**config.mk**
```make
export PLATFORM = sky130hd
export DESIGN_NAME = track_switch_ctrl
export DESIGN_NICKNAME = d
export VERILOG_FILES = /design/src/rtl/music_pkg.sv /design/src/rtl/sel_debounce.sv /design/src/rtl/track_switch_ctrl.sv
export SDC_FILE = /design/constraint.sdc
export NUM_CORES = 1
export LEC_CHECK = 0
export BUFFER_PORTS_ARGS = -buffer_cell sky130_fd_sc_hd__buf_2
export CAP_MARGIN = 10
export CORE_MARGIN = 5
export CORE_UTILIZATION = 26
export CTS_CLUSTER_SIZE = 8
export DETAILED_ROUTE_END_ITERATION = 16
export GPL_TIMING_DRIVEN = 1
export PLACE_DENSITY = 0.47
export SYNTH_ARGS = -nofsm -noshare
export SYNTH_HDL_FRONTEND = slang
export SYNTH_SLANG_ARGS = --single-unit
```
**constraint.sdc**
```tcl
create_clock -name clk -period 4.4 [get_ports clk]
set_input_delay 0.88 -clock clk [delete_from_list [all_inputs] [get_ports clk]]
set_output_delay 0.88 -clock clk [all_outputs]
set_load 0.03 [all_outputs]
```
**src/rtl/music_pkg.sv**
```systemverilog
// Shared types and defaults for the track-switch controller and its debouncer.
package music_pkg;

  typedef enum logic [1:0] {
    IDLE   = 2'd0,
    SETTLE = 2'd1,
    CLEAR  = 2'd2
  } state_e;

  localparam int TRACK_W_DEF    = 2;
  localparam int STABLE_CYC_DEF = 4;
  localparam int CLR_LEN_DEF    = 2;
  localparam int CNT_W_DEF      = 8;

  // Bits needed to count from 0 up to and including n.
  function automatic int cnt_width(input int n);
    return (n < 1) ? 1 : $clog2(n + 1);
  endfunction

endpackage

```
**src/rtl/sel_debounce.sv**
```systemverilog
// Holds the candidate selection and its stable-sample count; flags the edge on which
// the candidate has been seen STABLE_CYC times in a row.
module sel_debounce
  import music_pkg::*;
#(
  parameter int TRACK_W    = TRACK_W_DEF,
  parameter int STABLE_CYC = STABLE_CYC_DEF
) (
  input  logic               clk,
  input  logic               rst_n,
  input  logic               load,
  input  logic               hold,
  input  logic [TRACK_W-1:0] sample,
  output logic [TRACK_W-1:0] candidate,
  output logic               stable_hit
);

  localparam int CW = cnt_width(STABLE_CYC);

  logic [TRACK_W-1:0] cand_reg;
  logic [CW-1:0]      count_reg;
  logic               same;
  logic               restart;

  assign same    = (sample == cand_reg);
  assign restart = load || (hold && !same);

  // Candidate as it stands after this edge; on a hit it is the value to commit.
  assign candidate = restart ? sample : cand_reg;

  always_comb begin
    stable_hit = 1'b0;
    if (load) begin
      stable_hit = (STABLE_CYC == 1);
    end else if (hold) begin
      stable_hit = same && ((count_reg + CW'(1)) == CW'(STABLE_CYC));
    end
  end

  always_ff @(posedge clk) begin
    if (!rst_n) begin
      cand_reg  <= '0;
      count_reg <= '0;
    end else if (restart) begin
      cand_reg  <= sample;
      count_reg <= CW'(1);
    end else if (hold) begin
      count_reg <= count_reg + CW'(1);
    end
  end

endmodule

```
**src/rtl/track_switch_ctrl.sv**
```systemverilog
// Debounced track-change controller: commits a stable selection, strobes the counter
// clear for CLR_LEN cycles and mutes playback while a switch is pending or clearing.
module track_switch_ctrl
  import music_pkg::*;
#(
  parameter int TRACK_W    = TRACK_W_DEF,
  parameter int STABLE_CYC = STABLE_CYC_DEF,
  parameter int CLR_LEN    = CLR_LEN_DEF,
  parameter int CNT_W      = CNT_W_DEF
) (
  input  logic               clk,
  input  logic               rst_n,
  input  logic [TRACK_W-1:0] music_reg,
  output logic               cnt_clc,
  output logic [TRACK_W-1:0] track_cur,
  output logic               mute,
  output logic               play_en,
  output logic [CNT_W-1:0]   sw_count
);

  localparam logic [1:0] S_IDLE   = IDLE;
  localparam logic [1:0] S_SETTLE = SETTLE;
  localparam logic [1:0] S_CLEAR  = CLEAR;

  logic [1:0]         state_reg, state_next;
  logic [7:0]         clr_cnt_reg;
  logic [TRACK_W-1:0] track_cur_reg;
  logic [CNT_W-1:0]   sw_count_reg;
  logic               cnt_clc_reg;
  logic               mute_reg;

  logic               load, hold, commit, clr_end;
  logic               stable_hit;
  logic [TRACK_W-1:0] candidate;

  sel_debounce #(
    .TRACK_W   (TRACK_W),
    .STABLE_CYC(STABLE_CYC)
  ) u_debounce (
    .clk       (clk),
    .rst_n     (rst_n),
    .load      (load),
    .hold      (hold),
    .sample    (music_reg),
    .candidate (candidate),
    .stable_hit(stable_hit)
  );

  always_comb begin
    state_next = state_reg;
    load       = 1'b0;
    hold       = 1'b0;
    clr_end    = 1'b0;
    case (state_reg)
      S_IDLE: begin
        if (music_reg != track_cur_reg) begin
          load       = 1'b1;
          state_next = S_SETTLE;
        end
      end
      S_SETTLE: begin
        if (music_reg == track_cur_reg) state_next = S_IDLE;
        else                            hold       = 1'b1;
      end
      S_CLEAR: begin
        // The selection is only looked at once the strobe has run its full length.
        if (clr_cnt_reg == 8'd1) begin
          clr_end = 1'b1;
          if (music_reg == track_cur_reg) begin
            state_next = S_IDLE;
          end else begin
            load       = 1'b1;
            state_next = S_SETTLE;
          end
        end
      end
      default: state_next = S_IDLE;
    endcase
    commit = stable_hit;
    if (stable_hit) state_next = S_CLEAR;
  end

  always_ff @(posedge clk) begin
    if (!rst_n) begin
      state_reg     <= S_IDLE;
      clr_cnt_reg   <= '0;
      track_cur_reg <= '0;
      sw_count_reg  <= '0;
      cnt_clc_reg   <= 1'b0;
      mute_reg      <= 1'b0;
    end else begin
      state_reg <= state_next;
      mute_reg  <= (state_next != S_IDLE);
      if (commit) begin
        track_cur_reg <= candidate;
        sw_count_reg  <= sw_count_reg + CNT_W'(1);
        cnt_clc_reg   <= 1'b1;
        clr_cnt_reg   <= 8'(CLR_LEN);
      end else if (clr_end) begin
        cnt_clc_reg <= 1'b0;
        clr_cnt_reg <= '0;
      end else if (state_reg == S_CLEAR) begin
        clr_cnt_reg <= clr_cnt_reg - 8'd1;
      end
    end
  end

  assign cnt_clc   = cnt_clc_reg;
  assign track_cur = track_cur_reg;
  assign mute      = mute_reg;
  assign sw_count  = sw_count_reg;
  assign play_en   = (track_cur_reg != '0) && !mute_reg;

endmodule

```
==> metrics, run 1 <==
outcome=finished, final reports clean; VDD IR-drop max=around 0.13 mV; IO Port Bufs=16; Placed Area=0.00154 mm2; dpl ws=1.81 ns; CTS tree=yes; Mapped Nets=about 170; CTS Sinks=27; Worst Hold Class=reg2reg; crit end category=register; CP arrival=2.52 ns; layout cells sized above 1=12.4%; Post-CTS Setup Bufs=0; sequential area share after synthesis=38.8%; Cell Area, Synth=0.00139 mm2; row cnt=26; Max Cap Violations=0; final hold vios=0; Final Util=a little under a third; largest net degree at the start of global routing=20; routed vias=roughly 1.2k; initial antenna violation count=0; first-pass GRT wire length=5380 um; nets=about 190; Die ar.=a little under 0.007 mm2; setup ws final=~2.1 ns; clk slew on worst S/H paths=0.10 ns; count of state elements after synthesis=27; Final HPWL DP=2220 um; crit path max fanout=14; GRT Overall Usage=9.33%; number of distinct library cells after synthesis=34; Final Critical Period=~2.3 ns; Synth Warn #=0; final setup fails=0; WL final=between 3000 and 4000 um; Vias/cell=4.86; hold buffer count at cts=0; # diodes=0; number of global-route vias before repair=about 1.1k; Layout area overhead=13.7%; Mapped Cells=163; dpl cells=243; pwr dens=roughly 270 mW/mm2; Placer Congestion=roughly 0.78; Initial DRT Pass Iterations=4; LEAKAGE=0.000590 uW; Avg Cell Area, Syn=8.54 um2; core area=0.00514 mm2; Die Y=83.2 um; fin crit share=52.4%; CTS Root Buffer Type=clkbuf_8; Worst Max-Slew Pin Slew=1.01 ns; worst-case clock buffer depth=2; routed len/inst=~13 um; CTS Buf Count=3; worst hold path depth=2; Clk Latency, worst-skew pair=0.27 ns; antenna viol nets, final=0; RSZ-0062 raised after global routing=false; post-route setup TNS=0 ns; violation count after the first detailed-route iteration=53; Non-Filler Instances=247; fin. max-slew vios=0; # fillers=595; H-Tree Depth=1; DRC viols=0; post-cts sizing count=0; GRT overflow=0; I/O Pins=17; Initial Util=27.1%; startpoint types=primary input; Die X=83.2 um; Max Freq=433 MHz; Relative slew margins=32.4%; post-route cell area=roughly 0.0016 mm2; Setup CP Type=in2reg; Reg2Reg Depth=4; critical path required time=4.61 ns; Worst Skew=slightly above 0.004 ns
cells by family (layout without fill, tap and decap cells):
kind of cell | count (synthesis) | in the layout | synth area share [%]
xor gates and xnor gates | 11 | 11 | 6.92
and+or+nand+nor | 65 | 65 | 23.9
DFF | 27 | 27 | 38.8
muxes | 9 | 9 | 6.48
AOI/OAI and AO/OA | 33 | 33 | 15.8
adders and majority gates | 5 | 5 | 4.50
buffers and inverters | 13 | 27 | 3.51
stage by stage:
stage	hold WS, ns	total power, uW
floorplan	0.460	284
global placement	0.460	294
detailed placement	0.459	293
CTS	0.475	440
global route	0.503	455
finish	0.473	433
cell usage in the layout (no fill, tap or decap), types with 2 or more instances in the layout:
| cell | Yosys | final |
|---|---|---|
| nand2_1 | 15 | 15 |
| and3_1 | 2 | 2 |
| nand2b_1 | 5 | 5 |
| ha_1 | 5 | 5 |
| nor2_1 | 11 | 11 |
| clkbuf_8 | 0 | 3 |
| buf_2 | 0 | 16 |
| dfxtp_1 | 27 | 27 |
| nor3b_1 | 2 | 2 |
| a211oi_1 | 3 | 3 |
| nor4_1 | 2 | 2 |
| a21oi_1 | 13 | 13 |
| xor2_1 | 4 | 4 |
| o211ai_1 | 2 | 2 |
| nand3_1 | 13 | 13 |
| mux2i_1 | 9 | 9 |
| o21ai_0 | 5 | 5 |
| or4_1 | 3 | 3 |
| xnor2_1 | 7 | 7 |
| nor3_1 | 6 | 6 |
| inv_1 | 7 | 7 |
| o31ai_1 | 3 | 3 |
critical path, cell delays in order:
cell	delay, ns
buf_2	0.12
xnor2_1	0.21
a2111o_1	0.64
or4_1	0.52
a21oi_1	0.14
cell usage after synthesis:
| library cell | number | share of area [%] |
|---|---|---|
| a2111o_1 | 1 | 0.81 |
| a211oi_1 | 3 | 1.6 |
| o31ai_1 | 3 | 1.6 |
| mux2i_1 | 9 | 6.5 |
| and3_1 | 2 | 0.90 |
| a21o_1 | 1 | 0.54 |
| nand4b_1 | 1 | 0.63 |
| a2111oi_2 | 1 | 1.1 |
| nor2b_1 | 1 | 0.45 |
| o21ai_0 | 5 | 1.8 |
| xnor2_1 | 7 | 4.4 |
| and4_1 | 1 | 0.63 |
| o211ai_1 | 2 | 1.1 |
| nand2_1 | 15 | 4.0 |
| nand3_1 | 13 | 4.7 |
| nor4_1 | 2 | 0.90 |
| clkbuf_1 | 6 | 1.6 |
| o221a_2 | 1 | 0.81 |
| nor2_1 | 11 | 3.0 |
| or3_1 | 1 | 0.45 |
| and2_1 | 1 | 0.45 |
| xor2_1 | 4 | 2.5 |
| or4b_2 | 1 | 0.72 |
| nand2b_1 | 5 | 2.2 |
| a22oi_1 | 1 | 0.54 |
| o311ai_0 | 1 | 0.63 |
| or4_1 | 3 | 1.6 |
| nor3_1 | 6 | 2.2 |
| ha_1 | 5 | 4.5 |
| a21oi_1 | 13 | 4.7 |
| dfxtp_1 | 27 | 39 |
| a221oi_1 | 1 | 0.63 |
| nor3b_1 | 2 | 1.1 |
| inv_1 | 7 | 1.9 |
layer usage:
layer	vias to the layer above	GRT usage, %	share of wire, %
met5	-	0	0
met1	560	12.8	53
met4	0	1.93	0.44
li1	613	-	-
met3	2	2.67	4.0
met2	25	14.6	43
worst paths after layout:
| kind | from | end | slack, ns |
|---|---|---|---|
| worst min register to register | sw_count[7] | sw_count[7] | 0.47 |
| worst max register to register | clr_cnt_reg[2] | u_debounce.cand_reg[1] | 2.19 |
| worst max-delay path | music_reg[0] | sw_count[3] | 2.09 |
| worst min-delay path | sw_count[7] | sw_count[7] | 0.47 |
final cells by class:
cell class	instances	area (um2)	area share [%]
multi-input combinational	123	802	50.7
tap	70	87.6	5.54
clock buffer	4	45.0	2.85
timing repair buffer	16	80.1	5.06
sequential	27	541	34.2
inverter	7	26.3	1.66
report_power, final:
| group | total [uW] | switching [uW] | internal (uW) |
|---|---|---|---|
| registers | 252 | 4.42 | 248 |
| clock network | 146 | 80.7 | 65.0 |
| logic | 35.1 | 23.5 | 11.5 |
No activity file was read; power rests on OpenSTA's default activity.
==> inputs of run 2 (changes only) <==
clock period = 2.3 ns   (was 4.4 ns; I/O delays follow)
==> metrics, run 2 (synthesized netlist as in run 1, its figures left out) <==
IO Port Bufs=16 (unchanged); Initial DRT Pass Iterations=4 (unchanged); largest net degree at the start of global routing=20 (unchanged); post-route setup TNS=0 ns (unchanged); Final HPWL DP=2290 um (was 2220 um); GRT busiest layer=met2 (unchanged); final hold vios=0 (unchanged); Placed Area=0.00160 mm2 (was 0.00154 mm2); I/O Pins=17 (unchanged); LEAKAGE=0.000634 uW (was 0.000590 uW); core area=0.00514 mm2 (unchanged); nets=196 (was 187); Hold Startpoint=music_reg[0] (was sw_count[7]); number of global-route vias before repair=1153 (was 1082); Worst Skew=0.00497 ns (was 0.00411 ns); Final Critical Period=1.93 ns; Clk Latency, worst-skew pair=0.27 ns (about the same); layout cells sized above 1=16.7% (was 12.4%); antenna viol nets, final=0 (unchanged); worst reg2reg setup slack=0.37 ns (was 2.19 ns); hold buffer count at cts=0 (unchanged); clk slew on worst S/H paths=0.10 ns (about the same); grt met3 use=2.77% (was 2.67%); Post-CTS Setup Bufs=0 (unchanged); Final Util=32.1% (was 30.8%); Worst Hold Class=in2reg (was reg2reg); commonest non-fill, non-tap cells in the layout=27 x dfxtp_1, 16 x buf_2, 15 x nand2_1 (unchanged); met2 Track Usage GR=14.4% (was 14.6%); pwr dens=504 mW/mm2 (was 274 mW/mm2); routed vias=1207 (was 1200); FF-to-FF Start=track_cur[1] (was clr_cnt_reg[2]); H-Tree Depth=1 (unchanged); most common cell after layout, fill and taps aside=dfxtp_1 (unchanged); crit path max fanout=14 (unchanged); Die X=83.2 um (unchanged); Clk network pwr share=33.0% (was 33.6%); Layout area overhead=18.5% (was 13.7%); Max Freq=518 MHz; final setup fails=0 (unchanged); post-route cell area=0.00165 mm2 (was 0.00158 mm2); end of the worst register-to-register path=sw_count[3] (was u_debounce.cand_reg[1]); Vias/cell=4.71 (was 4.86); GRT Overall Usage=9.41% (was 9.33%); row cnt=26 (unchanged); Initial Util=27.1% (unchanged); Hold Crit Endpoint=u_debounce.cand_reg[0] (was sw_count[7]); Relative slew margins=66.5% (was 32.4%); routed len/inst=12.2 um (was 12.8 um); crit end category=register (unchanged); VDD IR-drop max=0.340 mV (was 0.133 mV); DRC viols=0 (unchanged); CTS Buf Count=3 (unchanged); critical path required time=2.51 ns (was 4.61 ns); outcome=finished, final reports clean (unchanged); worst hold path depth=3 (was 2); Internal=626 uW (was 325 uW); worst-case clock buffer depth=2 (unchanged); final hold slack=0.459 ns (was 0.473 ns); Worst Max-Slew Pin Slew=0.500 ns (was 1.01 ns); net load switching power=205 uW (was 109 uW); first-pass GRT wire length=5460 um (was 5380 um); CTS Sinks=27 (unchanged); RSZ-0062 raised after global routing=false (unchanged); total power=831 uW (was 433 uW); Die Y=83.2 um (unchanged); post-cts sizing count=0 (unchanged); met1 GRT Util=12.9% (was 12.8%); CTS Root Buffer Type=clkbuf_8 (unchanged); fin. max-slew vios=0 (unchanged); Die ar.=0.00691 mm2 (unchanged); fin crit share=83.9%; CTS tree=yes (unchanged); initial antenna violation count=0 (unchanged); Combinational Power Share=8.9% (was 8.1%); violation count after the first detailed-route iteration=52 (was 53); CP arrival=2.14 ns (was 2.52 ns); Setup CP Type=reg2reg (was in2reg); # diodes=0 (unchanged); GRT overflow=0 (unchanged); Max Cap Violations=0 (unchanged); Net Sw Frac=24.6% (was 25.1%); WL final=3120 um (was 3150 um); Reg2Reg Depth=4 (unchanged); startpoint types=register (was primary input); Reg power frac=58.1% (was 58.3%); Placer Congestion=0.755 (was 0.777)
run 2: stage by stage:
stage,instances,worst slack [ns]
after floorplan,163,0.391
after global routing,256,0.260
after CTS,256,0.375
after detailed placement,252,0.151
after global placement,252,0.181
final,256,0.370
run 2: cell type report:
cell class / instances / area, um2
Fill cell: 589 / 3490
Timing Repair Buffer: 25 / 148
Clock buffer: 4 / 45.0
Sequential cell: 27 / 541
Multi-Input combinational cell: 123 / 802
Inverter: 7 / 26.3
Tap cell: 70 / 87.6
run 2: power groups by stage:
stage                     clock (uW)  sequential, uW  combinational, uW
after floorplan                    0             494               48.9
after global routing             311             485               83.0
after detailed placement           0             494               75.3
after global placement             0             494               74.5
final                            274             483               74.1
after CTS                        290             483               75.6
run 2: how the worst max path moves through the flow:
stage | start | end | slack (ns)
after detailed placement | music_reg[1] | sw_count[3] | 0.15
final | track_cur[1] | sw_count[3] | 0.37
after CTS | track_cur[1] | sw_count[3] | 0.37
after global placement | music_reg[1] | sw_count[3] | 0.18
after floorplan | track_cur[0] | clr_cnt_reg[3] | 0.39
after global routing | track_cur[1] | sw_count[3] | 0.26
run 2: critical path, stage by stage, from the launching register on:
cell	delay, ns
dfxtp_1	0.42
xnor2_1	0.20
a2111o_1	0.59
or4_1	0.52
a21oi_1	0.14
run 2: metal layers:
| layer | wire [um] | up-vias |
|---|---|---|
| met3 | 106 | 4 |
| met5 | 0 | - |
| li1 | - | 634 |
| met4 | 40 | 0 |
| met2 | 1340 | 19 |
| met1 | 1640 | 550 |
